**src/rtl/imem_loader_pkg.sv**
```systemverilog
// Shared processor package: loader FSM states and default instruction-memory geometry.
package imem_loader_pkg;
  localparam int IMEM_ADDR_W = 9;
  localparam int IMEM_DEPTH  = 512;

  typedef enum logic [1:0] {
    ST_IDLE    = 2'd0,
    ST_COLLECT = 2'd1,
    ST_WRITE   = 2'd2,
    ST_DONE    = 2'd3
  } loader_state_t;
endpackage

```
**src/rtl/imem_loader_byte_packer.sv**
```systemverilog
// Assembles four bytes into a 32-bit little-endian word; byte 0 lands in [7:0].
module byte_packer (
  input  logic        clk1,
  input  logic        reset1,
  input  logic        clear,
  input  logic        accept,
  input  logic [7:0]  byte_in,
  output logic [31:0] word,
  output logic        word_full
);
  logic [1:0] byte_cnt;

  always_ff @(posedge clk1 or posedge reset1) begin
    if (reset1) begin
      byte_cnt <= '0;
      word     <= '0;
    end else if (clear) begin
      byte_cnt <= '0;
      word     <= '0;
    end else if (accept) begin
      word[{byte_cnt, 3'b000} +: 8] <= byte_in;
      byte_cnt                      <= byte_cnt + 2'd1;
    end
  end

  // High in the cycle the fourth byte of a word is being accepted.
  assign word_full = accept && (byte_cnt == 2'd3);
endmodule

```
**src/rtl/imem_loader.sv**
```systemverilog
// Streams program bytes into instruction memory one word at a time while holding the CPU in reset.
module imem_loader
  import imem_loader_pkg::*;
#(
  parameter int ADDR_W = IMEM_ADDR_W,
  parameter int DEPTH  = IMEM_DEPTH
) (
  input  logic              clk1,
  input  logic              reset1,
  input  logic              load_start,
  input  logic [ADDR_W:0]   load_len,
  input  logic [7:0]        byte_in,
  input  logic              byte_valid,
  output logic              byte_ready,
  output logic              imem_wr_en,
  output logic [ADDR_W-1:0] imem_wr_addr,
  output logic [31:0]       imem_wr_data,
  output logic              cpu_reset_hold,
  output logic              busy,
  output logic              load_done,
  output logic              load_err,
  output loader_state_t     fsm_state
);
  localparam logic [ADDR_W:0] DEPTH_C = (ADDR_W + 1)'(DEPTH);

  loader_state_t   state_q, state_d;
  logic [ADDR_W:0] word_cnt, word_nxt, len_q;
  logic            idle_like, start_ok, start_zero, start_big;
  logic            accept, word_full, last_word;
  logic [31:0]     word;

  assign idle_like  = (state_q == ST_IDLE) || (state_q == ST_DONE);
  assign start_ok   = idle_like && load_start && (load_len != '0) && (load_len <= DEPTH_C);
  assign start_zero = idle_like && load_start && (load_len == '0);
  assign start_big  = idle_like && load_start && (load_len > DEPTH_C);
  // Byte handshake: a byte transfers on a rising edge where byte_valid and byte_ready are both high;
  // byte_ready depends only on state, so the source may hold byte_valid through WRITE cycles.
  assign accept     = byte_valid && byte_ready;
  assign word_nxt   = word_cnt + (ADDR_W + 1)'(1);
  assign last_word  = (state_q == ST_WRITE) && (word_nxt == len_q);

  byte_packer u_packer (
    .clk1      (clk1),
    .reset1    (reset1),
    .clear     (start_ok),
    .accept    (accept),
    .byte_in   (byte_in),
    .word      (word),
    .word_full (word_full)
  );

  always_ff @(posedge clk1 or posedge reset1) begin
    if (reset1) state_q <= ST_IDLE;
    else        state_q <= state_d;
  end

  always_comb begin
    state_d = state_q;
    case (state_q)
      ST_IDLE, ST_DONE: begin
        if (start_ok)                     state_d = ST_COLLECT;
        else if (start_zero || start_big) state_d = ST_DONE;
      end
      ST_COLLECT: if (word_full) state_d = ST_WRITE;
      ST_WRITE:   state_d = last_word ? ST_DONE : ST_COLLECT;
      default:    state_d = ST_IDLE;
    endcase
  end

  always_ff @(posedge clk1 or posedge reset1) begin
    if (reset1) begin
      word_cnt       <= '0;
      len_q          <= '0;
      load_done      <= 1'b0;
      load_err       <= 1'b0;
      cpu_reset_hold <= 1'b1;
    end else begin
      load_done <= start_zero || start_big || last_word;
      if (start_ok) begin
        word_cnt       <= '0;
        len_q          <= load_len;
        load_err       <= 1'b0;
        cpu_reset_hold <= 1'b1;
      end else if (start_zero) begin
        load_err <= 1'b0;
      end else if (start_big) begin
        load_err       <= 1'b1;
        cpu_reset_hold <= 1'b1;
      end
      if (state_q == ST_WRITE) word_cnt <= word_nxt;
      if (last_word)           cpu_reset_hold <= 1'b0;
    end
  end

  assign byte_ready   = (state_q == ST_COLLECT);
  assign imem_wr_en   = (state_q == ST_WRITE);
  assign busy         = (state_q == ST_COLLECT) || (state_q == ST_WRITE);
  // Address is forced to zero outside WRITE so the counter's terminal value never shows.
  assign imem_wr_addr = imem_wr_en ? word_cnt[ADDR_W-1:0] : '0;
  assign imem_wr_data = word;
  assign fsm_state    = state_q;
endmodule

```
**config.mk**
```make
export PLATFORM = sky130hd
export DESIGN_NAME = imem_loader
export DESIGN_NICKNAME = d
export VERILOG_FILES = /design/src/rtl/imem_loader_pkg.sv /design/src/rtl/imem_loader_byte_packer.sv /design/src/rtl/imem_loader.sv
export SDC_FILE = /design/constraint.sdc
export NUM_CORES = 1
export LEC_CHECK = 0
export ABC_AREA = 1
export CAP_MARGIN = 10
export CELL_PAD_IN_SITES_DETAIL_PLACEMENT = 0
export CELL_PAD_IN_SITES_GLOBAL_PLACEMENT = 2
export CORE_MARGIN = 4
export CORE_UTILIZATION = 29
export CTS_CLUSTER_DIAMETER = 200
export DETAILED_ROUTE_END_ITERATION = 12
export PLACE_DENSITY = 0.77
export REMOVE_ABC_BUFFERS = 1
export SYNTH_ARGS = -nofsm -noshare
export SYNTH_HDL_FRONTEND = slang
export SYNTH_SLANG_ARGS = --single-unit
export TNS_END_PERCENT = 20
```
**constraint.sdc**
```tcl
create_clock -name clk1 -period 2.67 [get_ports clk1]
set_input_delay 0.801 -clock clk1 [delete_from_list [all_inputs] [get_ports clk1]]
set_output_delay 0.801 -clock clk1 [all_outputs]
set_load 0.01 [all_outputs]
```
==> results of run 1 <==
## cells in the final DEF, fill, tap and decap left out, drive strengths merged, types with 2 or more instances in the layout
| master | instances |
|---|---|
| nand4 | 8 |
| clkinv | 2 |
| ha | 9 |
| o22ai | 4 |
| buf | 18 |
| dfrtp | 58 |
| nor2 | 29 |
| clkinvlp | 2 |
| o31ai | 6 |
| clkdlybuf4s50 | 61 |
| bufinv | 3 |
| o21ai | 33 |
| clkbuf | 10 |
| nand3b | 2 |
| inv | 56 |
| nor3 | 2 |
| nand2 | 102 |
| dlymetal6s2s | 9 |
| a21oi | 22 |
| or2 | 8 |
| nand3 | 28 |
## per-stage QoR
stage	power, mW	hold slack [ns]	util	cell area [um2]	instances
finish	4.10	0.485	0.419	4320	615
global route	4.42	0.518	0.419	4320	615
CTS	4.14	0.496	0.415	4290	613
detailed placement	3.10	0.476	0.391	4040	597
global placement	3.09	0.470	0.391	4040	597
floorplan	2.34	0.444	-	3040	375
## metal layers
layer,up-vias,share of wire,GRT usage
met1,1350,0.43,0.174
met5,-,0,0
met3,12,0.040,0.0355
li1,1415,-,-
met4,0,0.018,0.0517
met2,77,0.51,0.270
## synthesized netlist by cell type, types with 5 or more instances
cell type,number
a21oi_1,21
buf_2,5
dfrtp_1,58
ha_1,9
inv_1,54
nand2_1,97
nand2_2,5
nand3_1,26
nand4_1,7
nor2_1,22
o21ai_0,29
o31ai_1,6
or2_2,8
## sequential cells by signal, summed over array words and instances, names as in the netlist
signal	count
u_packer.word	32
len_q	10
word_cnt	10
fsm_state	2
u_packer.byte_cnt	2
cpu_reset_hold	1
load_done	1
load_err	1
## worst min-delay path, delay by kind of cell (launching register included)
| kind | cells | cell delay (ns) |
|---|---|---|
| DFF | 1 | 0.36 |
| and+or+nand+nor | 2 | 0.11 |
## cells by family after synthesis
family,Yosys count
fa+ha+maj,9
simple gates,180
buf+inv,66
xor+xnor,2
flops,59
compound gates,68
## report_power, final
part	switching, mW	leakage [nW]	internal [mW]
combinational	0.964	1.28	0.753
sequential	0.216	0.790	1.15
clock	0.393	0.113	0.622
## area by class of cell
| class | count | area (um2) | area share |
|---|---|---|---|
| Clock buffer | 10 | 128 | 0.0295 |
| Clock inverter | 6 | 114 | 0.0263 |
| Inverter | 57 | 214 | 0.0495 |
| Multi-Input combinational cell | 259 | 1350 | 0.311 |
| Sequential cell | 59 | 1480 | 0.342 |
| Tap cell | 136 | 170 | 0.0394 |
| Timing Repair Buffer | 88 | 875 | 0.202 |
## path summary, 6_finish.rpt
path	start	end	slack, ns
min in group asynchronous	reset1	len_q[0]$_DFFE_PP0N_	0.67
worst min register to register	len_q[7]$_DFFE_PP0N_	len_q[7]$_DFFE_PP0N_	0.49
worst min-delay path	len_q[7]$_DFFE_PP0N_	len_q[7]$_DFFE_PP0N_	0.49
max in group asynchronous	reset1	cpu_reset_hold$_DFFE_PP1P_	1.46
worst max-delay path	fsm_state[0]$_DFFE_PP0P_	busy	0.11
worst max register to register	fsm_state[0]$_DFFE_PP0P_	load_done$_DFF_PP0_	0.64
## repair_timing
item / CTS / global route
resized for setup: 1 / 9
buffers inserted: 0 / 2
hold buffers: 0 / 0
pin swaps: 0 / 0
endpoints found under the setup margin: 9 / 9
==> impl_metrics.toml, run 1 <==
[outcome]
status = "finished, final reports clean"

[sta]
min_period_over_period = 0.958
maxSlewViolCount = 0
max_freq_mhz = 391
finClkSkew_ns = 0.0105
fin_crit_ns = 2.56
worst_pin_slew_ns = 0.436
final-setup-viol-count = 0
hold_violations = 0
fin_ws_ns = 0.111
rsz0062_at_grt = "false"
max_slew_margin = 0.707
fin_setup_tns_ns = 0

[detailed_routing]
wl_per_cell_um = 14.6
drcViolationCount = 0
first_iter_violations = 84
totalWireLength_um = 8950
ant_nets = 0
routed_via_density = 4.64
first_pass_iters = 4
vias = 2854

[grt]
grt_pass1_wl_um = 14800
grt-ovfl-total = 0
grt_util_all_layers = 0.150
grt_max_degree = 37
antenna_found_initial = 0
grt_pass1_vias = 2964

[critical_path]
crit_top_cell = "inv_1"
critPathMaxFanout = 5
worstPathRequired_ns = 1.87
crit_cells = 4
path_class = "flop to output pin"
cp_slowest_stage_delay_ns = 0.53
critPathBufInv = 3
worstSetupEndpointType = "output pin"
reg2reg_depth = 13
path_cells = "inv_1, ha_1, inv_1, clkdlybuf4s50_1"
crit_arrival_ns = 1.76
crit_slowest_cell = "clkdlybuf4s50_1"
startpoint_type = "flop"
cpLargestDelayFamily = "buffers and inverters"

[synthesis]
synth.area.mux_share = 0
syn_area_mm2 = 0.00308
yosysWarnings = 0
synthFlopType = "dfrtp_1"
yosys-top-cells-area = "dfrtp_1, nand2_1, inv_1"
synth_area_per_cell_um2 = 8.01
synth-simple-area-share = 0.270
syn_inst = 384
synth_compound_area_frac = 0.121
ys_seq_area_frac = 0.480
synth_edf_count = 0
async_reset_ff_frac = 1.00
synthAdderAreaFrac = 0.0366
synth_area_leader_cell = "dfrtp_1"
synth_top_family_by_area = "simple AND/OR/NAND/NOR gates"
synth_top_area_frac = 0.472
synthXorXnorAreaFrac = 0.0102
synthDistinctLibCells = 33
ys_ff_latch = 59

[die]
start_util = 0.298
die_area_mm2 = 0.0123
core-area_mm2 = 0.0103
die_w_um = 111
row_count = 37
die_h_um = 111
io_pins = 71

[finish]
drive_gt1_frac = 0.129
n_antenna_cell = 0
fillers = 1061
area_delta_synth_final_pct = 40.5
nets = 505

[clock_tree]
path_clk_slew_ns = 0.07
cts.path.max_buffers = 2
cts_inserted_buffers = 9
htree_levels = 3
cts_tree = "done"
cts_sinks = 59
clkLatencyLatePin_ns = 0.35
cts_root_buf = "clkbuf_8"

[power_and_ir_drop]
p_per_area_mw_per_mm2 = 948
ir_drop_mv = 0.340
p_leak_nw = 2.18

[place]
place_hpwl_um = 6780
pre_cts_ws_ns = 0.0664
portBuffers = 70
globalplace.congestion = 0.771

[flow_run]
drv_cap = 0

[hold_path]
worst_hold_path_type = "flop to flop"
min_path_cells = 2
No activity file was read; power rests on OpenSTA's default activity.
==> run 2, diff against run 1 <==
--- a/config.mk
+++ b/config.mk
@@ -8,12 +8,12 @@
 export ABC_AREA = 1
 export CAP_MARGIN = 10
 export CELL_PAD_IN_SITES_DETAIL_PLACEMENT = 0
-export CELL_PAD_IN_SITES_GLOBAL_PLACEMENT = 2
+export CELL_PAD_IN_SITES_GLOBAL_PLACEMENT = 1
 export CORE_MARGIN = 4
-export CORE_UTILIZATION = 29
+export CORE_UTILIZATION = 36
 export CTS_CLUSTER_DIAMETER = 200
 export DETAILED_ROUTE_END_ITERATION = 12
-export PLACE_DENSITY = 0.77
+export PLACE_DENSITY = 0.76
 export REMOVE_ABC_BUFFERS = 1
 export SYNTH_ARGS = -nofsm -noshare
 export SYNTH_HDL_FRONTEND = slang
==> impl_metrics.toml, run 2 (same netlist as run 1, synthesis figures left out) <==
[sta]
hold_violations = 0
max_freq_mhz = 388
min_period_over_period = 0.966
maxSlewViolCount = 0
fin_crit_ns = 2.58
worst_pin_slew_ns = 0.436
final-setup-viol-count = 0
finClkSkew_ns = 0.0108
max_slew_margin = 0.709

[die]
start_util = 0.373
die_h_um = 100
core-area_mm2 = 0.00826
io_pins = 71
die_area_mm2 = 0.0101
row_count = 33
die_w_um = 100

[clock_tree]
cts_sinks = 59
path_clk_slew_ns = 0.07
cts_inserted_buffers = 9
htree_levels = 3
cts_tree = "done"
clkLatencyLatePin_ns = 0.34
cts.path.max_buffers = 2
cts_root_buf = "clkbuf_8"
hold_buffers = 0

[critical_path]
crit_top_cell = "inv_1"
crit_slowest_cell = "clkdlybuf4s50_1"
path_class = "flop to output pin"
path_cells = "inv_1, ha_1, buf_6, nand2_1, inv_1, clkdlybuf4s50_1"
r2r_slack_ns = 0.76
reg2reg_depth = 6
worstPathRequired_ns = 1.87
crit_arrival_ns = 1.78
r2r_start = "u_packer.byte_cnt[0]$_DFFE_PP0P_"
critPathBufInv = 4
cp_slowest_stage_delay_ns = 0.52
startpoint_type = "flop"
r2r_end = "u_packer.word[24]$_DFFE_PP0P_"
worstSetupEndpointType = "output pin"
cpLargestDelayFamily = "buffers and inverters"
critPathMaxFanout = 14

[hold_path]
min_from = "u_packer.word[26]$_DFFE_PP0P_"
worst_hold_path_type = "flop to flop"
min_path_cells = 2
whs_endpoint = "u_packer.word[26]$_DFFE_PP0P_"

[finish]
largest_reg_flops = 32
drive_gt1_frac = 0.130
area_delta_synth_final_pct = 38.3
n_antenna_cell = 0
final_cell_mix = "nand2_1, clkdlybuf4s50_1, dfrtp_1, inv_1, o21ai_0"
regMostFlops = "u_packer.word"
final_util = 0.515
nets = 504
reg_top3 = "u_packer.word x32, len_q x10, word_cnt x10"
final_common_cell = "nand2_1"

[power_and_ir_drop]
power_mw = 3.98
ir_drop_mv = 0.276
p_leak_nw = 2.11
p_per_area_mw_per_mm2 = 935

[detailed_routing]
routed_via_density = 4.85
ant_nets = 0
first_iter_violations = 114
vias = 2827
drcViolationCount = 0
wl_per_cell_um = 14.2
first_pass_iters = 7
totalWireLength_um = 8280

[grt]
grt_pass1_wl_um = 14000
grt_pass1_vias = 2885
grt_util_all_layers = 0.176
grt-ovfl-total = 0
antenna_found_initial = 0
grt_max_degree = 21

[place]
portBuffers = 70
place_hpwl_um = 6360
globalplace.congestion = 0.875

[outcome]
status = "finished, final reports clean"

[flow_run]
drv_cap = 0
[run 2: area by class of cell]
class                           count  area [um2]
Fill cell                         811        4000
Sequential cell                    59        1480
Multi-Input combinational cell    259        1350
Timing Repair Buffer               87         872
Inverter                           57         214
Tap cell                          105         131
Clock buffer                        9         124
Clock inverter                      7        92.6
[run 2: worst max-delay path by stage]
stage	start	end	slack (ns)	cells past startpoint
final	fsm_state[0]$_DFFE_PP0P_	imem_wr_addr[1]	0.09	6
after global routing	fsm_state[0]$_DFFE_PP0P_	imem_wr_addr[1]	-0.002	6
after floorplan	reset1	fsm_state[0]$_DFFE_PP0P_	0.41	1
after CTS	fsm_state[0]$_DFFE_PP0P_	imem_wr_addr[7]	0.01	6
after detailed placement	load_len[2]	u_packer.word[18]$_DFFE_PP0P_	0.05	11
after global placement	load_len[2]	u_packer.word[31]$_DFFE_PP0P_	0.13	11
[run 2: layer usage]
| layer | global-route usage | wire length [um] |
|---|---|---|
| met5 | 0 | 0 |
| met4 | 0.0497 | 129 |
| met3 | 0.0459 | 454 |
| met2 | 0.300 | 4160 |
| met1 | 0.220 | 3540 |
[run 2: through the flow]
step,hold WS [ns],TNS (ns),worst slack [ns],instances,area (um2)
3_3_place_gp,0.466,0,0.132,564,4000
3_5_place_dp,0.476,0,0.0519,564,4000
6_report,0.485,0,0.0905,583,4260
4_1_cts,0.493,0,0.0126,580,4220
2_1_floorplan,0.444,0,0.414,375,3040
5_1_grt,0.521,-0.00240,-0.00240,583,4260
[run 2: tightest hold or removal path: cells and delay by family (launching register included)]
kind	cells	cell delay [ns]
DFF	1	0.35
and+or+nand+nor	1	0.05
AOI/OAI and AO/OA	1	0.05
[run 2: timing repair]
item / in CTS / in global routing
endpoints found under the setup margin: 0 / 9
setup buffers: 0 / 3
gates resized for setup: 0 / 7
[run 2: report_power, final]
group	switching (mW)	total (mW)	internal (mW)
clock network	0.383	0.905	0.521
registers	0.223	1.37	1.15
logic	0.945	1.70	0.756
